===== src/rtl/mult_booth_seq.sv =====
`default_nettype none
// ============================================================================
//  Module      : mult_booth_seq
//  Description : Sequential radix-2 Booth multiplier for the RV32M multiply
//                group (MUL, MULH, MULHSU, MULHU). Operands are extended to
//                WIDTH+1 bits so all three signedness combinations share one
//                signed datapath. One Booth step is taken per RUN cycle,
//                giving WIDTH+1 steps per operation. An optional early-out
//                finishes in one cycle when either operand is zero.
//
//  Ports       : clk      - clock, rising edge active
//                reset    - asynchronous reset, active low
//                start    - begin a multiply (accepted in IDLE/DONE only)
//                funct3   - 000 MUL, 001 MULH, 010 MULHSU, 011 MULHU
//                rs1      - multiplicand
//                rs2      - multiplier
//                busy     - operation in progress
//                done     - one-cycle pulse, result valid
//                rd       - selected result half
//                product  - low 2*WIDTH bits of the full product
//
//  Revision    : 1.0 - initial release
// ============================================================================
module mult_booth_seq #(
    parameter int WIDTH     = 32,
    parameter int EARLY_OUT = 1
) (
    input  logic                 clk,
    input  logic                 reset,
    input  logic                 start,
    input  logic [2:0]           funct3,
    input  logic [WIDTH-1:0]     rs1,
    input  logic [WIDTH-1:0]     rs2,
    output logic                 busy,
    output logic                 done,
    output logic [WIDTH-1:0]     rd,
    output logic [2*WIDTH-1:0]   product
);

    localparam int c_CNT_W = $clog2(WIDTH + 1);

    typedef enum logic [1:0] {
        IDLE = 2'd0,
        RUN  = 2'd1,
        DONE = 2'd2
    } state_t;

    // ------------------------------------------------------------------------
    // State registers
    // ------------------------------------------------------------------------
    state_t                 state_q,   state_d;
    logic [c_CNT_W-1:0]     cnt_q,     cnt_d;
    logic [WIDTH+1:0]       acc_q,     acc_d;     // signed accumulator
    logic [WIDTH:0]         q_q,       q_d;       // extended multiplier
    logic                   qm1_q,     qm1_d;     // Booth guard bit
    logic [WIDTH:0]         mcand_q,   mcand_d;   // extended multiplicand
    logic [1:0]             op_q,      op_d;      // captured funct3[1:0]
    logic                   busy_q,    busy_d;
    logic                   done_q,    done_d;
    logic [WIDTH-1:0]       rd_q,      rd_d;
    logic [2*WIDTH-1:0]     product_q, product_d;

    // ------------------------------------------------------------------------
    // Combinational helpers
    // ------------------------------------------------------------------------
    logic                   w_accept;
    logic                   w_zero;
    logic [WIDTH:0]         w_rs1_ext;
    logic [WIDTH:0]         w_rs2_ext;
    logic [WIDTH+1:0]       w_mext;
    logic [WIDTH+1:0]       w_addend;
    logic [WIDTH+1:0]       w_sum;
    logic [WIDTH+1:0]       w_acc_shift;
    logic [WIDTH:0]         w_q_shift;
    logic [2*WIDTH-1:0]     w_prod;

    always_comb begin
        // funct3[2] set means a divide-group op: not ours, ignore the start.
        w_accept = start && !funct3[2] && ((state_q == IDLE) || (state_q == DONE));
        w_zero   = (EARLY_OUT != 0) && ((rs1 == '0) || (rs2 == '0));

        // rs1 is unsigned only for MULHU; rs2 is unsigned for MULHSU/MULHU.
        w_rs1_ext = {(funct3[1:0] != 2'b11) & rs1[WIDTH-1], rs1};
        w_rs2_ext = {!funct3[1] & rs2[WIDTH-1], rs2};

        // Multiplicand sign-extended to the accumulator width. The extra
        // accumulator bit keeps -(-2^WIDTH) representable.
        w_mext = {mcand_q[WIDTH], mcand_q};

        unique case ({q_q[0], qm1_q})
            2'b01:   w_addend = w_mext;
            2'b10:   w_addend = -w_mext;
            default: w_addend = '0;
        endcase

        w_sum       = acc_q + w_addend;
        w_acc_shift = {w_sum[WIDTH+1], w_sum[WIDTH+1:1]};
        w_q_shift   = {w_sum[0], q_q[WIDTH:1]};

        // {acc,q} holds the sign-extended 2*WIDTH+2 bit product after the
        // last step; only its low 2*WIDTH bits are reported.
        w_prod      = {w_acc_shift[WIDTH-2:0], w_q_shift};
    end

    // ------------------------------------------------------------------------
    // Next-state logic
    // ------------------------------------------------------------------------
    always_comb begin
        state_d   = state_q;
        cnt_d     = cnt_q;
        acc_d     = acc_q;
        q_d       = q_q;
        qm1_d     = qm1_q;
        mcand_d   = mcand_q;
        op_d      = op_q;
        rd_d      = rd_q;
        product_d = product_q;

        unique case (state_q)
            IDLE, DONE: begin
                if (w_accept) begin
                    op_d    = funct3[1:0];
                    mcand_d = w_rs1_ext;
                    q_d     = w_rs2_ext;
                    qm1_d   = 1'b0;
                    acc_d   = '0;
                    cnt_d   = '0;
                    if (w_zero) begin
                        state_d   = DONE;
                        product_d = '0;
                        rd_d      = '0;
                    end else begin
                        state_d   = RUN;
                    end
                end else begin
                    state_d = IDLE;
                end
            end

            RUN: begin
                acc_d = w_acc_shift;
                q_d   = w_q_shift;
                qm1_d = q_q[0];
                if (cnt_q == c_CNT_W'(WIDTH)) begin
                    state_d   = DONE;
                    product_d = w_prod;
                    rd_d      = (op_q == 2'b00) ? w_prod[WIDTH-1:0]
                                                : w_prod[2*WIDTH-1:WIDTH];
                end else begin
                    cnt_d = cnt_q + c_CNT_W'(1);
                end
            end

            default: begin
                state_d = IDLE;
            end
        endcase

        // Status outputs are registered copies of the next state.
        busy_d = (state_d == RUN);
        done_d = (state_d == DONE);
    end

    // ------------------------------------------------------------------------
    // Registers
    // ------------------------------------------------------------------------
    always_ff @(posedge clk or negedge reset) begin
        if (!reset) begin
            state_q   <= IDLE;
            cnt_q     <= '0;
            acc_q     <= '0;
            q_q       <= '0;
            qm1_q     <= 1'b0;
            mcand_q   <= '0;
            op_q      <= '0;
            busy_q    <= 1'b0;
            done_q    <= 1'b0;
            rd_q      <= '0;
            product_q <= '0;
        end else begin
            state_q   <= state_d;
            cnt_q     <= cnt_d;
            acc_q     <= acc_d;
            q_q       <= q_d;
            qm1_q     <= qm1_d;
            mcand_q   <= mcand_d;
            op_q      <= op_d;
            busy_q    <= busy_d;
            done_q    <= done_d;
            rd_q      <= rd_d;
            product_q <= product_d;
        end
    end

    assign busy    = busy_q;
    assign done    = done_q;
    assign rd      = rd_q;
    assign product = product_q;

endmodule
`default_nettype wire


===== config.mk =====
export PLATFORM = sky130hd
export DESIGN_NAME = mult_booth_seq
export DESIGN_NICKNAME = d
export VERILOG_FILES = /design/src/rtl/mult_booth_seq.sv
export SDC_FILE = /design/constraint.sdc
export NUM_CORES = 1
export LEC_CHECK = 0
export CORE_MARGIN = 10
export CORE_UTILIZATION = 30
export DETAILED_ROUTE_END_ITERATION = 8
export PLACE_DENSITY = 0.47
export SYNTH_ARGS = -nofsm -noshare
export SYNTH_HDL_FRONTEND = slang
export SYNTH_SLANG_ARGS = --single-unit

===== constraint.sdc =====
create_clock -name clk -period 9.4 [get_ports clk]
set_input_delay 1.41 -clock clk [delete_from_list [all_inputs] [get_ports clk]]
set_output_delay 1.41 -clock clk [all_outputs]
set_load 0.05 [all_outputs]

==> results of run 1 <==
-- cells by family (layout without fill, tap and decap cells) --
logic type,count (synthesis),after routing
compound gates,270,270
xor+xnor,55,55
fa+ha+maj,39,39
buf+inv,95,245
flops,208,208
mux,19,19
simple gates,595,595
-- layout by cell type (no fill, tap or decap), types with 4 or more instances in the layout --
master	netlist	final
clkbuf_16	0	25
nor2_1	72	70
a31oi_1	9	9
a21o_1	21	21
nor4_1	21	21
ha_1	38	38
buf_4	0	12
a22o_1	8	8
dfrtp_1	208	208
o21ai_0	109	109
nand2_1	381	381
o21bai_1	5	5
mux2i_1	17	17
a22oi_1	20	20
o31ai_1	11	11
a21oi_1	43	42
nand4_1	14	14
clkdlybuf4s50_1	0	166
xnor2_1	33	33
o21a_1	5	5
inv_1	20	20
and3_1	4	4
nor3_1	9	9
a32oi_1	20	20
xor2_1	22	22
or3_1	13	13
clkbuf_8	0	5
clkinv_2	0	7
nand3_1	46	46
-- metal layers --
metal  GRT usage (%)  vias up  share of wire, %
met5               0        -                 0
met4            3.79        0               2.0
met3            2.44       40               4.6
met2            24.1      194                43
met1            22.6     4481                50
li1                -     4705                 -
-- metrics by stage --
step,hold WS (ps),power [mW]
final,476,5.76
after global routing,496,6.20
after CTS,484,5.84
after detailed placement,471,4.79
after global placement,461,4.77
after floorplan,452,3.72
-- registers in the layout, summed over array words and instances (netlist names) --
register	cells
rd	32
done	1
qm1_q	1
cnt_q	6
op_q	2
busy	1
state_q	2
product	64
mcand_q	33
q_q	33
acc_q	33
-- worst reg2reg max path: cells and delay by family, from the launching register on --
kind / cells / cell delay (ps)
xor+xnor: 1 / 380
compound gates: 6 / 1320
flops: 1 / 410
buf+inv: 2 / 210
simple gates: 4 / 860
fa+ha+maj: 3 / 1650
-- worst max path at each step --
stage | startpoint | end | slack, ps | depth (start not counted)
2_1_floorplan | mcand_q[2] | acc_q[32] | 5170 | 19
3_3_place_gp | q_q[0] | product[52] | 4420 | 15
3_5_place_dp | start | product[35] | 4420 | 7
4_1_cts | q_q[0] | product[52] | 4420 | 16
5_1_grt | q_q[0] | product[52] | 4060 | 15
6_report | q_q[0] | product[52] | 4490 | 16
-- final cells by class --
cell class                 instances  area [sq um]  share of cell area [%]
clock buffer                      32           692                    4.93
inverter                          20          75.1                   0.535
clock inverter                    14           169                    1.20
sequential                       208          5200                    37.1
timing repair buffer             179          1770                    12.6
multi-input combinational        978          5550                    39.5
tap                              468           586                    4.17
-- power groups by stage --
stage                     Combinational [mW]  Clock, mW  Sequential [mW]
final                                   3.09       1.01             1.66
after detailed placement                3.12          0             1.68
after CTS                               3.13       1.05             1.66
after global routing                    3.40       1.08             1.72
after floorplan                         1.56          0             2.16
after global placement                  3.10          0             1.67
==> key figures, run 1 <==
Clock tree
  • Reg clk slew, reported paths: 60 ps
  • Clock sink count: 208
  • CTS Hold Buffers Added: 0
  • CTS tree: done
  • # H-tree levels: 1
  • Cts repair resizes: 0
  • Post-CTS Setup Bufs: 0
  • Worst skew pair latency: 550 ps
  • CTS Buffer Depth: 3
  • TritonCTS Buffers: 25
  • Clk root buf: clkbuf_16

Timing
  • Least-Margin Pin Slew: 1230 ps
  • Hold Fails Final Rpt: 0
  • Finish-stage setup viols: 0
  • Post-route setup TNS: 0 ps
  • Slew HR: 18.1%
  • Worst Skew: 12.1 ps
  • Final worst slack: 4490 ps
  • Period utilization: 52.2%
  • Crit path time final: 4910 ps
  • Fmax: 204 MHz
  • Final Max Tran Viols: 0
  • RSZ-0062 raised after global routing: no

Finish
  • Fill cell count: 3787
  • Antenna fix cells: 0
  • Final core occ: 38.4%
  • Non-Filler Instances: 1899
  • Final Net Count: 1521
  • Layout cells sized above 1: 6.01%
  • Post-synthesis to final-layout area growth: 26.8%
  • Area of all placed cells without fillers: 14000 sq um

Synthesis
  • Post-synthesis simple-gate area fraction: 24.0%
  • Yosys top cell area share: 47.0%
  • Top cells by count, synth: nand2_1, dfrtp_1, o21ai_0
  • Synth area leader: dfrtp_1
  • Yosys cell types: 59
  • Xor and xnor fraction of the mapped netlist area: 4.35%
  • Largest family of logic cells by synthesized area: simple AND/OR/NAND/NOR gates
  • Dominant synthesized flop cell: dfrtp_1
  • Post-synthesis mux area share: 1.74%
  • Largest cells by area after synthesis: dfrtp_1, nand2_1, o21ai_0
  • Net count after synthesis: 1390
  • Post-Synthesis Cell Area: 11100 sq um
  • Share of the yosys chip area belonging to registers: 47.0%
  • Synth warn: 0
  • Ys async rst share: 100%
  • Synth Area in Adders: 4.48%
  • #FFs+latches synth: 208
  • Syn Inst Count: 1281
  • Top-count cell post-synth: nand2_1
  • Compound-Gate Fraction of Synth Area: 15.2%
  • Mean post-synth cell area: 8.64 sq um
  • Number of synthesized flops with an enable pin: 0

Drt
  • Antenna viol nets, final: 0
  • Via density: 4.96
  • TritonRoute pass-1 iters: 5
  • Total number of vias: 9420
  • DR iter-0 viols: 594
  • Routed len/inst: 18.9 um
  • Routed WL: 35800 um
  • Post-detailed-route DRC marker count: 0

Pwr
  • Sw frac: 48.7%
  • Clock network fraction of total power: 17.6%
  • Power Density: 410 nW/um^2
  • Gate power share: 53.6%
  • Net Sw Power: 2.81 mW
  • P_leak: 6.29 nW
  • Reg power frac: 28.8%
  • Worst VDD drop: 0.000163 V
  • Pint: 2.95 mW

Critical path
  • Worst EP arrival: 5370 ps
  • Worst r2r path cells: 16
  • RR Startpoint: q_q[0]
  • Cell chain of the critical path: inv_1 -> ha_1 -> nor2_1 -> nor3_1 -> ha_1 -> inv_1 -> fa_1 -> nor2b_1 -> o2111ai_1 -> a21oi_1 -> o21bai_1 -> a31oi_1 -> a21boi_0 -> xnor2_1 -> nand2_1 -> o21ai_0
  • Crit Path Class: reg2reg
  • R2r setup slk: 4490 ps
  • Slowest-stage cell, CP: ha_1
  • Crit path buffers/inverters: 2
  • Crit Path Max Fanout: 34
  • Critical Path Start Type: flip-flop
  • R2r endpoint: product[52]
  • CP required: 9860 ps
  • Slowest cell delay on critical path: 980 ps
  • Top delay family on crit path: adder cells
  • Worst setup EP type: flip-flop

Floorplan
  • DIE AREA: 45000 sq um
  • Core area: 36500 sq um
  • Die Ht: 212 um
  • Starting density of the core: 30.3%
  • I/O pin total: 168
  • Row count: 70
  • Die Width: 212 um

Worst hold path
  • Hold Path Depth: 2
  • WHS Endpoint: product[23]
  • Hold Startpoint: product[23]
  • Type of the worst min-delay path: reg2reg

Job
  • Max-cap violations: 0

Global routing
  • Antenna violations before repair: 0
  • Vias in the first global route: 9490
  • GRT Residual Overflow: 0
  • Pin count of the biggest net entering global routing: 105
  • First-pass GRT wire length: 56400 um
  • Total track usage: 15.7%

Placement
  • Dpl ws: 4420 ps
  • Port Buf Inserts: 167
  • RD Place Congestion: 0.848
  • Placed Instances: 1853
  • Detail Placement HPWL: 26400 um
  • Post-DP Area: 13200 sq um

Run status
  • Outcome: completed
Power figures use the tool's default switching activity.
==> run 2: changes to the inputs <==
PLACE_DENSITY = 0.49   (was 0.47)
clock period = 4.04 ns   (was 9.4 ns; I/O delays follow)
==> run 2 against run 1 <==
The flow now finishes with violations (setup timing). Combinational power rose to 3.0 times the previous value. Sequential power rose by 130%. Maximum frequency rose by 17%. Clock power rose by 120%. Core utilization rose by 5.1 points. Routed wire length rose by 3.2%. Non-clock buffer count rose by 144. First-iteration DRC count fell by 11%. Critical path depth rose by 3. Setup slack got worse by 4700 ps. Via count rose by 6.8%. Highest routed layer unchanged.
==> key figures, run 2 (synthesized netlist as in run 1, its figures left out) <==
Placement
  • Placed Instances: 1976 (+6.6%)
  • Dpl ws: -415 ps (-4840 ps)
  • RD Place Congestion: 0.854 (+0.68%)
  • Port Buf Inserts: 167 (unchanged)
  • Detail Placement HPWL: 27700 um (+5.0%)

Finish
  • Antenna fix cells: 0 (unchanged)
  • Post-synthesis to final-layout area growth: 43.5%
  • Fill cell count: 3582 (-5.4%)
  • Layout cells sized above 1: 20.5% (+14 points)
  • Final Net Count: 1664 (+9.4%)
  • Most common cell after layout, fill and taps aside: nand2_1
  • Leading cell types in the layout, fill and taps excluded: nand2_1, dfrtp_1, clkdlybuf4s50_1, buf_4, o21ai_0
  • Multi-input gate area: 6270 sq um (+13%)
  • Register area: 5200 sq um (unchanged)
  • Non-Filler Instances: 2039 (+7.4%)
  • Flip-flop count of the largest register after layout: 64 (unchanged)

Pwr
  • P_leak: 7.19 nW (+14%)
  • Net Sw Power: 7.13 mW (+150%)
  • Worst VDD drop: 0.000282 V (+73%)
  • Gate power share: 60.7% (+7.1 points)
  • Clock network fraction of total power: 14.6% (-3.0 points)
  • Pint: 8.22 mW (+180%)
  • Reg power frac: 24.7% (-4.1 points)
  • Power Density: 966 nW/um^2 (+140%)
  • Sw frac: 46.4% (-2.3 points)

Global routing
  • Total track usage: 16.1% (+0.35 points)
  • Vias in the first global route: 10100 (+6.7%)
  • Antenna violations before repair: 0 (unchanged)
  • Pin count of the biggest net entering global routing: 95 (-9.5%)
  • GRT Residual Overflow: 0 (unchanged)
  • First-pass GRT wire length: 58200 um (+3.3%)

Critical path
  • Worst setup EP type: flip-flop
  • Critical Path Start Type: flip-flop
  • Crit Path Class: reg2reg
  • Worst EP arrival: 4640 ps (-730 ps)
  • CP required: 4470 ps (-5390 ps)
  • Crit Path Max Fanout: 5 (-85%)

Timing
  • Worst Skew: 12.2 ps (+0.141 ps)
  • Slew HR: 31.6% (+14 points)
  • Final Max Tran Viols: 0 (unchanged)
  • Hold Fails Final Rpt: 0 (unchanged)
  • Final worst slack: -163 ps (-4650 ps)
  • Finish-stage setup viols: 24 (+24)
  • Period utilization: 104% (+52 points)
  • Least-Margin Pin Slew: 1030 ps (-203 ps)
  • Fmax: 238 MHz (+17%)
  • Crit path time final: 4200 ps (-708 ps)
  • RSZ-0062 raised after global routing: yes

Floorplan
  • Core area: 36500 sq um (unchanged)
  • I/O pin total: 168 (unchanged)
  • DIE AREA: 45000 sq um (unchanged)
  • Starting density of the core: 30.3% (unchanged)
  • Die Width: 212 um (unchanged)
  • Row count: 70 (unchanged)
  • Die Ht: 212 um (unchanged)

Drt
  • Via density: 4.93 (-0.52%)
  • Total number of vias: 10100 (+6.8%)
  • DR iter-0 viols: 531 (-11%)
  • Routed WL: 37000 um (+3.2%)
  • Antenna viol nets, final: 0 (unchanged)
  • Post-detailed-route DRC marker count: 0 (unchanged)
  • TritonRoute pass-1 iters: 5 (unchanged)
  • Routed len/inst: 18.1 um (-3.9%)

Clock tree
  • Clock sink count: 208 (unchanged)
  • CTS tree: done
  • Reg clk slew, reported paths: 60 ps (about the same)
  • # H-tree levels: 1 (unchanged)
  • Clk root buf: clkbuf_16
  • Worst skew pair latency: 520 ps (-30 ps)
  • CTS Buffer Depth: 3 (unchanged)
  • TritonCTS Buffers: 24 (-4.0%)

Run status
  • Outcome: finished with violations
  • Failing checks: setup timing

Worst hold path
  • Type of the worst min-delay path: in2async

Job
  • Max-cap violations: 0 (unchanged)
==> run 2: cell count changes in the layout (fill, tap and decap cells not counted), sizes merged <==
cell,before,now
buf,12,156
bufinv,3,2
clkbuf,33,39
clkinv,8,2
clkinvlp,2,0
inv,21,20
==> run 2: worst max-delay path, cell delays in order, from the launching register on <==
cell and delay (ps):
dfrtp_1 370, or3_4 410, or3_4 360, nor4b_4 280, buf_6 160, nand3b_4 100
nor3_2 130, xnor2_1 80, a22oi_1 150, nor2_1 60, ha_1 290, and4_1 210
and3_1 180, a31o_2 260, a31oi_4 160, o211ai_1 170, a211oi_2 310, xor2_1 210
a21oi_1 90, o22ai_1 140
==> run 2: final cells by class <==
class                           instances  area share (%)
Clock buffer                           38            4.62
Clock inverter                          4           0.441
Inverter                               20           0.473
Multi-Input combinational cell        978            39.5
Sequential cell                       208            32.8
Tap cell                              468            3.69
Timing Repair Buffer                  323            18.5
==> run 2: final timing paths <==
check                                  from          end  slack, ps  cells past startpoint
max in group asynchronous             reset  product[56]       2940                      2
worst min-delay path                  reset  mcand_q[30]        120                      1
min in group clk                product[19]  product[19]        480                      2
worst min register to register  product[19]  product[19]        480                      2
worst max-delay path             mcand_q[4]    acc_q[32]       -160                     19
worst max register to register   mcand_q[4]    acc_q[32]       -160                     19
==> run 2: power groups by stage <==
stage          Clock (mW)  Combinational [mW]  Sequential (mW)
6_report             2.24                9.32             3.79
5_1_grt              2.40                10.1             3.91
4_1_cts              2.31                8.69             3.79
3_5_place_dp            0                8.37             3.81
3_3_place_gp            0                8.31             3.79
2_1_floorplan           0                3.65             5.02
==> run 2: stage by stage <==
stage | hold WS (ps) | power, mW | area [sq um] | TNS, ps | utilization, %
2_1_floorplan | 310 | 8.68 | 11100 | -216 | -
3_3_place_gp | 463 | 12.1 | 14100 | -7010 | 38.7
3_5_place_dp | 471 | 12.2 | 14100 | -9340 | 38.7
4_1_cts | 186 | 14.8 | 15300 | -1630 | 41.8
5_1_grt | 196 | 16.5 | 15900 | -9960 | 43.5
6_report | 123 | 15.3 | 15900 | -1900 | 43.5
==> run 2: timing repair <==
action / 4_1_cts / 5_1_grt
endpoints found under the setup margin: 53 / 61
pin swaps: 34 / 56
buffers inserted: 9 / 16
gates resized for setup: 67 / 115
hold buffers: 0 / 0
==> run 2: per-layer routing <==
layer	track usage (%)	vias to the layer above	wire, um
met5	0	-	0
met4	2.93	0	518
met3	2.41	41	1680
met2	24.9	192	16300
met1	23.3	4848	18400
li1	-	4981	-
